<file path="src/rtl/pe_operand_loader.sv">
// pe_operand_loader
//   Feeds the 16-input multi-precision dot-product PE. It collects 64-bit A/B
//   beats into 256-bit vectors held in a two-slot ping-pong buffer. It issues
//   at most one vector per cycle onto the PE inputs. On idle cycles it drives
//   mode_sel = 2'b11 (zero). A PE_LAT-deep valid/mode pipe marks which PE
//   result cycles carry issued vectors.
//
// Ports
//   clk, rst        : clock, synchronous active-high reset
//   in_valid/ready  : beat handshake (in_ready depends only on registered state)
//   in_a, in_b      : 64-bit A/B beat; beat k lands at bits [64k+63:64k]
//   in_mode         : precision (00 FP16, 01 FP32, 10 FP64, 11 zero)
//   in_last         : final beat of the vector (early last zero-pads the rest)
//   issue_en        : allow issue this cycle
//   pe_mode_sel     : registered PE mode_sel
//   pe_A, pe_B      : registered PE operand vectors
//   res_valid       : PE result this cycle belongs to an issued vector
//   res_mode        : mode of that vector
//   err_mode        : sticky; a beat's mode differed from beat 0 of its vector
module pe_operand_loader #(
   parameter int PE_LAT = 4,
   parameter int BEATS  = 4
) (
   input  logic         clk,
   input  logic         rst,
   input  logic         in_valid,
   output logic         in_ready,
   input  logic [63:0]  in_a,
   input  logic [63:0]  in_b,
   input  logic [1:0]   in_mode,
   input  logic         in_last,
   input  logic         issue_en,
   output logic [1:0]   pe_mode_sel,
   output logic [255:0] pe_A,
   output logic [255:0] pe_B,
   output logic         res_valid,
   output logic [1:0]   res_mode,
   output logic         err_mode
);

   localparam logic [1:0] LAST_BEAT = 2'(BEATS - 1);
   localparam logic [1:0] MODE_ZERO = 2'b11;

   // control state
   logic              wr_ptr_q, wr_ptr_d;
   logic              rd_ptr_q, rd_ptr_d;
   logic [1:0]        beat_cnt_q, beat_cnt_d;
   logic [1:0]        pend_q, pend_d;
   logic              err_mode_q, err_mode_d;

   // slot storage (data only, never reset)
   logic [255:0]      slot_a_q [2];
   logic [255:0]      slot_a_d [2];
   logic [255:0]      slot_b_q [2];
   logic [255:0]      slot_b_d [2];
   logic [1:0]        slot_mode_q [2];
   logic [1:0]        slot_mode_d [2];

   // issue stage registers
   logic [1:0]        pe_mode_q, pe_mode_d;
   logic [255:0]      pe_a_q, pe_a_d;
   logic [255:0]      pe_b_q, pe_b_d;
   logic              vld_p0_q, vld_p0_d;

   // result tracking pipe
   logic [PE_LAT-1:0] res_vld_sr_q, res_vld_sr_d;
   logic [1:0]        res_mode_sr_q [PE_LAT];
   logic [1:0]        res_mode_sr_d [PE_LAT];

   logic              accept;
   logic              issue;
   logic              close;

   assign in_ready = ~pend_q[wr_ptr_q];
   assign accept   = in_valid & in_ready;
   assign issue    = pend_q[rd_ptr_q] & issue_en;
   assign close    = accept & (in_last | (beat_cnt_q == LAST_BEAT));

   always_comb begin
      wr_ptr_d     = wr_ptr_q;
      rd_ptr_d     = rd_ptr_q;
      beat_cnt_d   = beat_cnt_q;
      pend_d       = pend_q;
      err_mode_d   = err_mode_q;
      slot_a_d     = slot_a_q;
      slot_b_d     = slot_b_q;
      slot_mode_d  = slot_mode_q;
      pe_mode_d    = MODE_ZERO;
      pe_a_d       = pe_a_q;
      pe_b_d       = pe_b_q;
      vld_p0_d     = 1'b0;
      res_vld_sr_d = '0;
      res_mode_sr_d = '{default: 2'b00};

      // ---- stage: beat assembly into the filling slot ----
      if (accept) begin
         if (beat_cnt_q == 2'd0) begin
            // Clearing on beat 0 is what gives zero padding on early in_last.
            slot_a_d[wr_ptr_q]    = '0;
            slot_b_d[wr_ptr_q]    = '0;
            slot_mode_d[wr_ptr_q] = in_mode;
         end else if (in_mode != slot_mode_q[wr_ptr_q]) begin
            err_mode_d = 1'b1;
         end
         slot_a_d[wr_ptr_q][{beat_cnt_q, 6'b0} +: 64] = in_a;
         slot_b_d[wr_ptr_q][{beat_cnt_q, 6'b0} +: 64] = in_b;
         beat_cnt_d = beat_cnt_q + 2'd1;
      end

      // pend[wr_ptr] is 0 whenever a beat is accepted and pend[rd_ptr] is 1
      // whenever an issue happens, so close and issue never touch the same slot.
      if (close) begin
         pend_d[wr_ptr_q] = 1'b1;
         wr_ptr_d         = ~wr_ptr_q;
         beat_cnt_d       = 2'd0;
      end

      // ---- stage p0: issue onto the PE inputs ----
      if (issue) begin
         pe_a_d           = slot_a_q[rd_ptr_q];
         pe_b_d           = slot_b_q[rd_ptr_q];
         pe_mode_d        = slot_mode_q[rd_ptr_q];
         vld_p0_d         = 1'b1;
         pend_d[rd_ptr_q] = 1'b0;
         rd_ptr_d         = ~rd_ptr_q;
      end

      // ---- stages p1..pPE_LAT: follow the vector through the PE ----
      // pe_mode_q is 2'b11 on idle cycles, so the mode is gated by vld_p0.
      res_vld_sr_d[0]  = vld_p0_q;
      res_mode_sr_d[0] = vld_p0_q ? pe_mode_q : 2'b00;
      for (int i = 1; i < PE_LAT; i++) begin
         res_vld_sr_d[i]  = res_vld_sr_q[i-1];
         res_mode_sr_d[i] = res_mode_sr_q[i-1];
      end
   end

   always_ff @(posedge clk) begin
      if (rst) begin
         wr_ptr_q      <= 1'b0;
         rd_ptr_q      <= 1'b0;
         beat_cnt_q    <= 2'd0;
         pend_q        <= 2'b00;
         err_mode_q    <= 1'b0;
         pe_mode_q     <= MODE_ZERO;
         pe_a_q        <= '0;
         pe_b_q        <= '0;
         vld_p0_q      <= 1'b0;
         res_vld_sr_q  <= '0;
         res_mode_sr_q <= '{default: 2'b00};
      end else begin
         wr_ptr_q      <= wr_ptr_d;
         rd_ptr_q      <= rd_ptr_d;
         beat_cnt_q    <= beat_cnt_d;
         pend_q        <= pend_d;
         err_mode_q    <= err_mode_d;
         pe_mode_q     <= pe_mode_d;
         pe_a_q        <= pe_a_d;
         pe_b_q        <= pe_b_d;
         vld_p0_q      <= vld_p0_d;
         res_vld_sr_q  <= res_vld_sr_d;
         res_mode_sr_q <= res_mode_sr_d;
      end
   end

   // Slot contents are only meaningful while pend is set or a fill is under
   // way, and both are cleared by reset, so the storage itself is not reset.
   always_ff @(posedge clk) begin
      slot_a_q    <= slot_a_d;
      slot_b_q    <= slot_b_d;
      slot_mode_q <= slot_mode_d;
   end

   assign pe_mode_sel = pe_mode_q;
   assign pe_A        = pe_a_q;
   assign pe_B        = pe_b_q;
   assign res_valid   = res_vld_sr_q[PE_LAT-1];
   assign res_mode    = res_mode_sr_q[PE_LAT-1];
   assign err_mode    = err_mode_q;

endmodule

</file>
<file path="config.mk">
export PLATFORM = sky130hd
export DESIGN_NAME = pe_operand_loader
export DESIGN_NICKNAME = d
export VERILOG_FILES = /design/src/rtl/pe_operand_loader.sv
export SDC_FILE = /design/constraint.sdc
export NUM_CORES = 2
export LEC_CHECK = 0
export ABC_AREA = 0
export CAP_MARGIN = 20
export CORE_ASPECT_RATIO = 0.7
export CORE_MARGIN = 5
export CORE_UTILIZATION = 61
export CTS_CLUSTER_DIAMETER = 200
export CTS_CLUSTER_SIZE = 30
export DETAILED_ROUTE_END_ITERATION = 8
export GPL_TIMING_DRIVEN = 0
export PLACE_DENSITY_LB_ADDON = 0.15
export SETUP_SLACK_MARGIN = 0.1
export SYNTH_ARGS = -nofsm -noshare
export SYNTH_HDL_FRONTEND = slang
export SYNTH_SLANG_ARGS = --single-unit
</file>
<file path="constraint.sdc">
create_clock -name clk -period 14.31 [get_ports clk]
set_clock_uncertainty 0.1 [all_clocks]
set_input_delay 2.1465 -clock clk [delete_from_list [all_inputs] [get_ports clk]]
set_output_delay 2.1465 -clock clk [all_outputs]
set_load 0.05 [all_outputs]
</file>
### Word-level counts from Yosys, hierarchy flattened

Index checks and enable logic that the tools add are counted.

* bitwise logic cells: 18
* magnitude comparators: 7
* reductions and logical operators: 9
* muxes and demuxes: 36
* eq/ne operators: 2
* add/subtract/negate cells: 2
* shifts and indexed selects: 3

Operator list (count)
* 2-to-1 mux 256 bit: 8
* 2-to-1 mux 512 bit: 4
* bitwise AND 512 bit: 2
* bitwise mux 512 bit: 2
* demux 256 bit (select 1 bit): 2
* inverter 512 bit: 1
* indexed part select 64 x 10 -> 256 bit: 2
* variable shift 64 x 10 -> 256 bit (first input constant): 1
* 2-to-1 mux 2 bit: 9
* negator 8 -> 10 bit: 1
* 2-to-1 mux 1 bit: 7
* inverter 1 bit: 6
* OR reduction 2 bit: 3
* bitwise mux 4 bit: 1
* greater-or-equal comparator 2 bit (second input constant): 2
* less-than comparator 1 x 2 -> 1 bit (second input constant): 2
* inverter 1 -> 2 bit: 2
* bitwise AND 1 bit: 3
* logical AND 1 bit: 3
* AND reduction 3 bit: 1
* adder 2 x 1 -> 2 bit (second input constant): 1
* bitwise AND 2 bit: 1
* demux 1 bit (select 1 bit): 2
* demux 2 bit (select 1 bit): 1
* 9 further kinds: 10

* input port bits: 135
* register bits: 1562
* output and inout port bits: 519

### Depth between registers and ports, before layout

* depth in word-level cells: 10
* mapped depth: 9
* mapped depth without buffers: 6

### Worst setup path before layout

No wires, ideal clock.

* path kind: in2reg
* start point: in in_valid
* end point: reg slot_a_q[256] (netlist name), enable pin
* path buffers: 1
* required time: 13.594 ns
* setup time: 0.616 ns
* slack: 5.790 ns
* arrival time: 7.803 ns
* stages on the path: 3
* path through: nand2_1 -> buf_2 -> nor2_1

* longest elaborated chain between the ends: 1

Ends and longest elaborated chain
* start, declared: line 26 `input logic in_valid,`
* bitwise AND 1 bit: line 75 `assign accept = in_valid & in_ready;`
* end signal, assigned: line 169 `slot_a_q <= slot_a_d;`
* end, declared: line 52 `logic [255:0] slot_a_q [2];`

Every way passes these cells.
A chain may end at the register's enable or synchronous reset.

### Worst setup path after layout

* start point: reg wr_ptr_q
* end point: out in_ready

* longest elaborated chain between the ends: 3

Ends and longest elaborated chain
* start, declared: line 45 `logic wr_ptr_q, wr_ptr_d;`
* start signal, assigned: line 152 `wr_ptr_q <= wr_ptr_d;`
* 2-to-1 mux 1 bit (implied by the code) (2 in series): line 74 `assign in_ready = ~pend_q[wr_ptr_q];`
* inverter 1 bit: line 74
* end, declared: line 27 `output logic in_ready,`

Every way passes these cells. The select of a mux whose other input is x is not followed.

==> impl_metrics.env <==
export IMPL_status="finished, final reports clean"
export IMPL_post_cts_buffers=0
export IMPL_hold_violations=0
export IMPL_multi_input_area_um2=20500
export IMPL_drtAntennaViolNets=0
export IMPL_clk_pin_slew_ns=0.12
export IMPL_hold_ws_ns=0.331
export IMPL_n_fill_cell=7210
export IMPL_fin_nets=5574
export IMPL_root_buffer="clkbuf_16"
export IMPL_synth_top_cell_area_share_pct=47.8
export IMPL_leakagePower_nw=24.8
export IMPL_synthFlopType="edfxtp_1"
export IMPL_fin_util_pct=71.0
export IMPL_dpl_cell_area_um2=72600
export IMPL_num_rows=99
export IMPL_portBuffers=531
export IMPL_r2r_start="wr_ptr_q"
export IMPL_regArea_um2=41600
export IMPL_clock_latency_ns=0.71
export IMPL_finalWeightedCongestion=0.874
export IMPL_remaining_drc_errors=0
export IMPL_cts_inserted_buffers=58
export IMPL_drive_gt1_share_pct=7.35
export IMPL_min_period_ns=5.17
export IMPL_ys_async_sr_fraction_pct=0
export IMPL_ios=654
export IMPL_synth_edf_count=1028
export IMPL_yosys_warnings=0
export IMPL_synth_cells=4801
export IMPL_routed_via_density=6.86
export IMPL_grt_first_pass_wirelength_um=300000
export IMPL_htree_num_levels=2
export IMPL_fin_area_um2=74300
export IMPL_seq_area_frac_synth_pct=64.4
export IMPL_yosysUniqueCellTypes=27
export IMPL_core_area_um2=105000
export IMPL_cp_arrival_ns=2.92
export IMPL_p_per_area_nw_per_um2=132
export IMPL_grt_ovfl_total=0
export IMPL_criticalPathCategory="flop to output port"
export IMPL_drt_wirelength_per_cell_um=30.2
export IMPL_cts_tree="yes"
export IMPL_synth_seq_cells=1562
export IMPL_syn_nets=4941
export IMPL_min_period_over_period_pct=36.1
export IMPL_synthTopCellsByArea="edfxtp_1 48%, dfxtp_1 17%, a22o_1 14%"
export IMPL_antenna_found_initial=12
export IMPL_worst_pin_slew_ns=1.13
export IMPL_grt_usage_pct=35.5
export IMPL_die_area_um2=113000
export IMPL_grt_max_degree=32
export IMPL_grt_pass1_vias=44616
export IMPL_setup_viol=0
export IMPL_cp_required_ns=12.06
export IMPL_cts_resized=0
export IMPL_crit_path_end_kind="output port"
export IMPL_area_growth_pct=15.1
export IMPL_dr_pass1_iters=6
export IMPL_initial_utilization_pct=61.7
export IMPL_synthesis_area_um2=64600
export IMPL_detailed_place_hpwl_um=152000
export IMPL_die_height_um=282
export IMPL_finalPower_mw=9.82
export IMPL_min_path_cells=1
export IMPL_setup_tns_ns=0
export IMPL_wl_um=208000
export IMPL_cts_sinks=1562
export IMPL_rsz0062_at_grt="no"
export IMPL_hp_class="flop to flop"
export IMPL_crit_path_start="wr_ptr_q"
export IMPL_slew_headroom_pct=24.4
export IMPL_clk_path_buf_depth=3
export IMPL_finalMaxSlewViolations=0
export IMPL_synth_common_cells="1,028 x edfxtp_1, 1,024 x a22o_1, 534 x dfxtp_1"
export IMPL_yosysMostFrequentCell="edfxtp_1"
export IMPL_vias=47347
export IMPL_worstPathMaxFanout=10
export IMPL_r2r_slack_ns=10.50
export IMPL_max_clock_freq_mhz=193
export IMPL_endpoint="in_ready"
export IMPL_first_iter_violations=5860
export IMPL_ir_drop_v=0.000114
export IMPL_start_kind="flop"
export IMPL_max_cap_violations=0
export IMPL_r2r_end="slot_b_q[407]"
export IMPL_ctsHoldBuffers=0
export IMPL_die_x_um=399
export IMPL_synth_top_cell_by_area="edfxtp_1"
export IMPL_reg2regPathDepth=8
export IMPL_avgSynthCellArea_um2=13.4
## worst min path at each step
| stage | start | end | slack, ns |
|---|---|---|---|
| after global placement | res_mode_sr_d[2] | res_mode_sr_d[0] | 0.32 |
| after CTS | res_vld_sr_q[0] | res_vld_sr_q[1] | 0.34 |
| after global routing | res_vld_sr_q[0] | res_vld_sr_q[1] | 0.36 |
| after floorplan | res_mode_sr_d[0] | res_mode[0] | 0.31 |
| after detailed placement | res_vld_sr_q[0] | res_vld_sr_q[1] | 0.32 |
| final | res_vld_sr_q[0] | res_vld_sr_q[1] | 0.33 |
## placed cells by master (no fill, tap or decap)
master,netlist,routed
buf_6,1,2
a2bb2oi_1,2,2
a21oi_1,9,9
inv_1,5,5
buf_12,0,33
a211o_1,1,1
clkinv_16,0,1
buf_1,152,152
nand3b_1,1,1
dfxtp_1,534,534
buf_8,0,2
nor2_4,0,8
diode_2,0,8
buf_16,0,6
inv_6,0,1
a211oi_1,512,512
ha_1,5,5
edfxtp_1,1028,1028
clkdlybuf4s50_1,0,531
nand3_1,2,2
a311oi_1,1,1
a22o_1,1024,1024
and2_1,3,3
and3_1,2,2
buf_4,5,5
nand2_1,8,8
clkbuf_2,0,5
nor2_1,532,524
nand2b_1,2,2
clkbuf_16,0,59
mux2i_1,519,519
xor2_1,2,2
nor3_1,4,4
clkbuf_1,143,186
xnor2_1,2,2
buf_2,281,281
nor2b_1,21,21
## cell families after synthesis
group,after synthesis,synth area share (%)
buf+inv,587,4.00
flops,1562,64.4
fa+ha+maj,5,0.0969
simple gates,575,3.47
xor+xnor,4,0.0543
mux,519,8.05
compound gates,1549,20.0
## stage by stage
stage | setup slack [ns] | instances
2_1_floorplan | 5.79 | 4801
3_3_place_gp | 0.719 | 6746
3_5_place_dp | 9.14 | 6786
4_1_cts | 9.17 | 6895
5_1_grt | 9.10 | 6898
6_report | 9.14 | 6905
## state kept, by name (all words and copies together) (netlist names)
name and flops:
slot_a_q 512, slot_b_q 512, pe_A 256, pe_B 256, res_mode_sr_d 6, res_vld_sr_q 4
slot_mode_q 4, beat_cnt_q 2, pe_mode_sel 2, pend_q 2, res_mode 2, err_mode 1
rd_ptr_q 1, vld_p0_q 1, wr_ptr_q 1
## report_power, final
group / internal [mW] / switching (mW) / total [mW]
clock: 0.800 / 1.39 / 2.19
combinational: 0.695 / 1.23 / 1.92
sequential: 5.43 / 0.279 / 5.71
total: 6.93 / 2.89 / 9.82
## per-layer routing
layer	global-route usage (%)	up-vias	wire [um]
met5	0	-	34
met4	11.3	4	7430
met3	9.28	339	26100
met2	50.3	3115	87900
met1	54.0	23916	87000
li1	-	19973	-
## worst max-delay path, cell delays in order, from the launching register on
cell and delay, ns:
dfxtp_1 0.41, buf_4 0.21, mux2i_1 0.54, clkdlybuf4s50_1 1.03
## final cells by class
| cell class | count | share of cell area [%] |
|---|---|---|
| antenna | 8 | 0.0269 |
| buffer | 582 | 3.46 |
| clock buffer | 107 | 2.23 |
| clock inverter | 2 | 0.0522 |
| inverter | 5 | 0.0253 |
| multi-input combinational | 2652 | 27.6 |
| sequential | 1562 | 55.9 |
| tap | 1414 | 2.38 |
| timing repair buffer | 573 | 8.32 |
Power figures use the tool's default switching activity.
